$ cat config.mk
export PLATFORM = sky130hd
export DESIGN_NAME = timer_counter_flat
export DESIGN_NICKNAME = d
export VERILOG_FILES = /design/src/rtl/timer_counter_if.sv /design/src/rtl/timer_counter.sv /design/src/flat_wrapper.sv
export SDC_FILE = /design/constraint.sdc
export NUM_CORES = 1
export LEC_CHECK = 0
export CAP_MARGIN = 10
export CORE_UTILIZATION = 25
export CTS_BUF_LIST = sky130_fd_sc_hd__clkbuf_8 sky130_fd_sc_hd__clkbuf_16
export CTS_CLUSTER_SIZE = 28
export DETAILED_ROUTE_END_ITERATION = 8
export DONT_BUFFER_PORTS = 1
export SETUP_SLACK_MARGIN = 0.5
export SKIP_LAST_GASP = 1
export SYNTH_ARGS = -nofsm -noshare
export SYNTH_HDL_FRONTEND = slang
export SYNTH_SLANG_ARGS = --single-unit
$ cat constraint.sdc
create_clock -name clk -period 5 [get_ports clk]
set_clock_uncertainty 0.05 [all_clocks]
set_input_delay 1.5 -clock clk [delete_from_list [all_inputs] [get_ports clk]]
set_output_delay 1.5 -clock clk [all_outputs]
set_load 0.01 [all_outputs]
$ cat src/rtl/timer_counter_if.sv
// rtl/timer_counter_if.sv - bridge-side register bus for one timer window
interface timer_counter_if;
  logic [29:0] addr;
  logic        WE;
  logic [31:0] Din;
  logic [31:0] Dout;
  logic        IRQ;

  modport master (output addr, output WE, output Din, input Dout, input IRQ);
  modport slave  (input addr, input WE, input Din, output Dout, output IRQ);
endinterface

$ cat src/rtl/timer_counter.sv
// rtl/timer_counter.sv - down-counting bus timer with IRQ; optional prescaler via TC_PRESCALE_EN
module timer_counter #(
  parameter int CNT_W = 32
) (
  input  logic           clk,
  input  logic           reset,
  timer_counter_if.slave bus
);

  typedef enum logic [1:0] {IDLE, LOAD, CNT, INT} state_e;

  state_e           state_q, state_d;
  logic [3:0]       ctrl_q, ctrl_d;
  logic [CNT_W-1:0] preset_q, preset_d;
  logic [CNT_W-1:0] count_q, count_d;
  logic             irq_flag_q, irq_flag_d;

  logic ctrl_wr, preset_wr, en, im, reload, step;
  logic unused_ok;

  assign ctrl_wr   = bus.WE && (bus.addr[1:0] == 2'd0);
  assign preset_wr = bus.WE && (bus.addr[1:0] == 2'd1);
  assign en        = ctrl_q[0];
  assign reload    = (ctrl_q[2:1] == 2'b01);
  assign im        = ctrl_q[3];
  assign unused_ok = ^{bus.addr[29:2], bus.Din};

`ifdef TC_PRESCALE_EN
  logic [15:0] prescale_q, prescale_d;
  logic [15:0] div_q, div_d;
  logic        prescale_wr;

  assign prescale_wr = bus.WE && (bus.addr[1:0] == 2'd3);
  assign step        = (div_q == prescale_q);
`else
  assign step = 1'b1;
`endif

  always_comb begin
    state_d    = state_q;
    ctrl_d     = ctrl_q;
    count_d    = count_q;
    irq_flag_d = irq_flag_q;
    preset_d   = preset_wr ? bus.Din[CNT_W-1:0] : preset_q;
`ifdef TC_PRESCALE_EN
    prescale_d = prescale_wr ? bus.Din[15:0] : prescale_q;
    div_d      = div_q;
`endif
    // A CTRL write clears the flag; an expiry later in this block overrides it.
    if (ctrl_wr) irq_flag_d = 1'b0;

    case (state_q)
      IDLE: begin
        if (en) state_d = LOAD;
      end
      LOAD: begin
        count_d = preset_q;
        state_d = CNT;
`ifdef TC_PRESCALE_EN
        div_d = 16'd0;
`endif
      end
      CNT: begin
        if (!en) begin
          state_d = IDLE;
        end else begin
`ifdef TC_PRESCALE_EN
          div_d = step ? 16'd0 : div_q + 16'd1;
`endif
          if (step) begin
            if (count_q > CNT_W'(1)) begin
              count_d = count_q - CNT_W'(1);
            end else begin
              count_d    = '0;
              irq_flag_d = 1'b1;
              state_d    = INT;
            end
          end
        end
      end
      INT: begin
        if (reload) begin
          irq_flag_d = 1'b0;
          state_d    = en ? LOAD : IDLE;
        end else begin
          ctrl_d[0] = 1'b0;
          state_d   = IDLE;
        end
      end
      default: state_d = IDLE;
    endcase

    // Bus write lands last so it beats the one-shot EN clear.
    if (ctrl_wr) ctrl_d = bus.Din[3:0];
  end

  always_ff @(posedge clk) begin
    if (reset) begin
      state_q    <= IDLE;
      ctrl_q     <= '0;
      preset_q   <= '0;
      count_q    <= '0;
      irq_flag_q <= 1'b0;
`ifdef TC_PRESCALE_EN
      prescale_q <= '0;
      div_q      <= '0;
`endif
    end else begin
      state_q    <= state_d;
      ctrl_q     <= ctrl_d;
      preset_q   <= preset_d;
      count_q    <= count_d;
      irq_flag_q <= irq_flag_d;
`ifdef TC_PRESCALE_EN
      prescale_q <= prescale_d;
      div_q      <= div_d;
`endif
    end
  end

  always_comb begin
    bus.Dout = 32'd0;
    case (bus.addr[1:0])
      2'd0: bus.Dout = {28'd0, ctrl_q};
      2'd1: bus.Dout = 32'(preset_q);
      2'd2: bus.Dout = 32'(count_q);
`ifdef TC_PRESCALE_EN
      2'd3: bus.Dout = {16'd0, prescale_q};
`else
      2'd3: bus.Dout = 32'd0;
`endif
      default: bus.Dout = 32'd0;
    endcase
  end

  assign bus.IRQ = irq_flag_q & im;

endmodule

$ cat src/flat_wrapper.sv
// flat-port wrapper written by rule: the top's interface ports become plain ports
module timer_counter_flat 
#(
  parameter int CNT_W = 32
)
  (clk, reset, bus_addr, bus_WE, bus_Din, bus_Dout, bus_IRQ);
  timer_counter_if bus_i ();
  input  logic clk;
  input  logic reset;
  input wire logic [$bits(bus_i.addr)-1:0] bus_addr;
  input wire logic [$bits(bus_i.WE)-1:0] bus_WE;
  input wire logic [$bits(bus_i.Din)-1:0] bus_Din;
  output wire logic [$bits(bus_i.Dout)-1:0] bus_Dout;
  output wire logic [$bits(bus_i.IRQ)-1:0] bus_IRQ;
  assign bus_i.addr = bus_addr;
  assign bus_i.WE = bus_WE;
  assign bus_i.Din = bus_Din;
  assign bus_Dout = bus_i.Dout;
  assign bus_IRQ = bus_i.IRQ;
  timer_counter #(.CNT_W(CNT_W)) u_core (.clk(clk), .reset(reset), .bus(bus_i));
endmodule
==> results.md <==
- Outcome: finished clean
- FMAX: 263 MHz
- Worst path cell trace: nor2b_2, buf_4, a22o_1
- Post-synth top area share: between 30% and 40%
- Clock transition at path regs: 50 ps
- Final Setup Violations: 0
- Unrepaired setup endpoints after global routing: false
- Slew headroom: 23.2%
- Sw power: roughly 400 uW
- Slew at the pin closest to its max-slew limit: roughly 1100 ps
- Post-synthesis async set-or-reset flop share: 0%
- GRT Util Overall: around 16%
- EDFF count, synth: 0
- Buf/Inv on CP: 1
- Max stage delay on crit path: 330 ps
- Logic pwr share: 12.0%
- FF+latch count, synth: between 70 and 80
- Commonest cells post-synth: 94 x nand2_1, 71 x dfxtp_1, 62 x a21oi_1, 47 x o21ai_0, 38 x nor2_1
- Gpl congestion: 0.860
- Number of global-route vias before repair: roughly 3600
- CP max stage cell: a22o_1
- Final Hold Vio Count: 0
- Syn Inst Count: 530
- Core ar.: 15400 um2
- Reg2Reg Launch Point: u_core.count_q[0]$_SDFFE_PP0P_
- Inserted Diodes: 0
- Largest net degree at the start of global routing: 57
- Synth-to-Final Area Change: 12.8%
- Clock network power share: 50.1%
- Hold Path Class: reg2reg
- Initial core utilization: 25.9%
- Worst setup EP type: output pin
- Vias: 3943
- Setup ws final: 1200 ps
- Port Buffer Count: 0
- Data required time of the worst path: 3450 ps
- Synth Net Count: between 500 and 600
- Worst flop-to-flop path endpoint: u_core.count_q[26]$_SDFFE_PP0P_
- GRT overflow: 0
- Mean Syn Cell Area: 7.51 um2
- Startpoint types: input port
- Final wirelength: 12900 um
- Die X: about 130 um
- CTS root buf: clkbuf_16
- Post-CTS Hold Buffers: 0
- Setup slack at placement: 1180 ps
- Leakage: 0.00160 uW
- Clk_lat worst skew: 340 ps
- Largest cells by area after synthesis: dfxtp_1 36%, nand2_1 8.9%, a21oi_1 7.8%
- # clock sinks: 71
- WS Path Type: in2out
- Share of layout cells above drive strength 1: under 10%
- Final Power: roughly 1600 uW
- Final setup TNS: 0 ps
- Critical Path Fanout Max: 28
- Max IR drop VDD: 254 uV
- Post-Syn Area: between 3000 and 4000 um2
- Sw Share: 25.1%
- Synth area leader: dfxtp_1
- Post-layout min period: 3800 ps
- Power density over the cells: 354 nW/um2
- Number of CTS-inserted buffers: 9
- Cell family contributing the most delay on the critical path: compound AO/OA/AOI/OAI gates
- Hold path startpoint: u_core.preset_q[10]$_SDFFE_PP0P_
- Worst EP arrival: 2250 ps
- Most frequent cell after synthesis: nand2_1
- I/O pin cnt: 98
- CTS max path bufs: 2
- Nets: ~570
- Register area share after synthesis: 35.7%
- Initial DRC count: 340
- Site row count: 45
- Cell variety after synth: 58
- Flop pwr share: 37.9%
- Layout Utilization: between 20% and 30%
- Yosys warns: 0
- Post-CTS resize count: 0
- Post-DP HPWL: 8950 um
- Hold path depth: 2
- WHS Endpoint: u_core.preset_q[10]$_SDFFE_PP0P_
- Postcts setup bufs: 0
- Via-to-Cell Ratio: 5.46
- Commonest register cell after synthesis: dfxtp_1
- Die ar.: 16400 um2
- Drt first pass iters: 5
- Clock tree from TritonCTS: done
- Int Power: roughly 1200 uW
- First-pass GRT wire length: 20400 um
- DRC viols: 0
- Reg2reg path depth: 7
- Post-route ant nets: 0
- Dpl cell area: 4120 um2
- R2r setup slk: 2010 ps
- Fin crit share: 75.9%
- Design Area, Final: 4490 um2
- WL/cell: 17.9 um
- Fin. max-slew vios: 0
- Die Ht: 128 um
- Max cap viols: 0
- Htree depth: 3
- Initial antenna violation count: 0
## layout by cell type, fill, tap and decap left out, types with 5 or more instances in the layout
master     Yosys  layout
o21ai_0       47      47
nor4_1         9       9
clkbuf_16      0       9
a31oi_1        6       6
nand4_1        6       6
nand2_1       94      94
mux2i_1       10      10
a31o_2         7       7
buf_4          0       6
dfxtp_1       71      71
nor2_1        38      38
a22o_1        27      27
or4_1          6       6
inv_1          7       7
a211oi_1      12      12
or3_1          5       5
nand3_1        8       8
a21oi_1       62      62
nor3_1        13      13
## per-stage QoR
| step | std cells | hold slack [ps] |
|---|---|---|
| global route | 722 | 448 |
| floorplan | 530 | 396 |
| global placement | 706 | 405 |
| CTS | 722 | 419 |
| detailed placement | 706 | 410 |
| finish | 722 | 417 |
## area by class of cell
cell class / count / area [um2]
fillers: 1660 / 10900
well taps: 211 / 264
inverters: 7 / 26.3
clock inverters: 7 / 144
flip-flops and latches: 71 / 1420
repair buffers: 6 / 45.0
multi-input cells: 411 / 2360
clock buffers: 9 / 225
## power by group through the flow
stage	sequential [uW]	clock [uW]	combinational (uW)
final	602	796	191
after global routing	603	833	213
after global placement	613	0	188
after detailed placement	613	0	189
after CTS	601	812	190
after floorplan	605	0	157
## metal layers
layer / global-route usage [%] / part of all wire (%)
met5: 0 / 0
met4: 6.44 / 2.4
met3: 3.71 / 6.0
met2: 24.2 / 45
met1: 22.0 / 47
## how the worst max path moves through the flow
stage	startpoint	to	slack, ps	cells after the start
2_1_floorplan	bus_addr[1]	bus_Dout[11]	730	5
3_3_place_gp	bus_addr[1]	bus_Dout[11]	1170	3
3_5_place_dp	bus_addr[1]	bus_Dout[14]	1180	3
4_1_cts	bus_addr[1]	bus_Dout[14]	1180	3
5_1_grt	bus_addr[1]	bus_Dout[31]	1140	3
6_report	bus_addr[1]	bus_Dout[11]	1200	3
## cell families (layout without fill, tap and decap cells)
logic type | after synthesis | in the layout | share of synthesized area (%)
AND/OR/NAND/NOR | 206 | 206 | 24.8
AO/OA/AOI/OAI | 189 | 189 | 30.5
flip-flops | 71 | 71 | 35.7
buffers and inverters | 48 | 29 | 5.06
multiplexers | 10 | 10 | 2.51
XOR/XNOR | 4 | 4 | 0.880
adder cells (fa/ha/maj) | 2 | 2 | 0.628
## state kept, by name, summed over array words and instances (netlist names)
name and flops:
u_core.count_q 32, u_core.state_q 2, u_core.preset_q 32, u_core.ctrl_q 4, u_core.irq_flag_q 1
## worst min-delay path: stages (launching register included)
cell	delay, ps
dfxtp_1	320
nand2_1	50
a21oi_1	50
No activity file was read; power rests on OpenSTA's default activity.
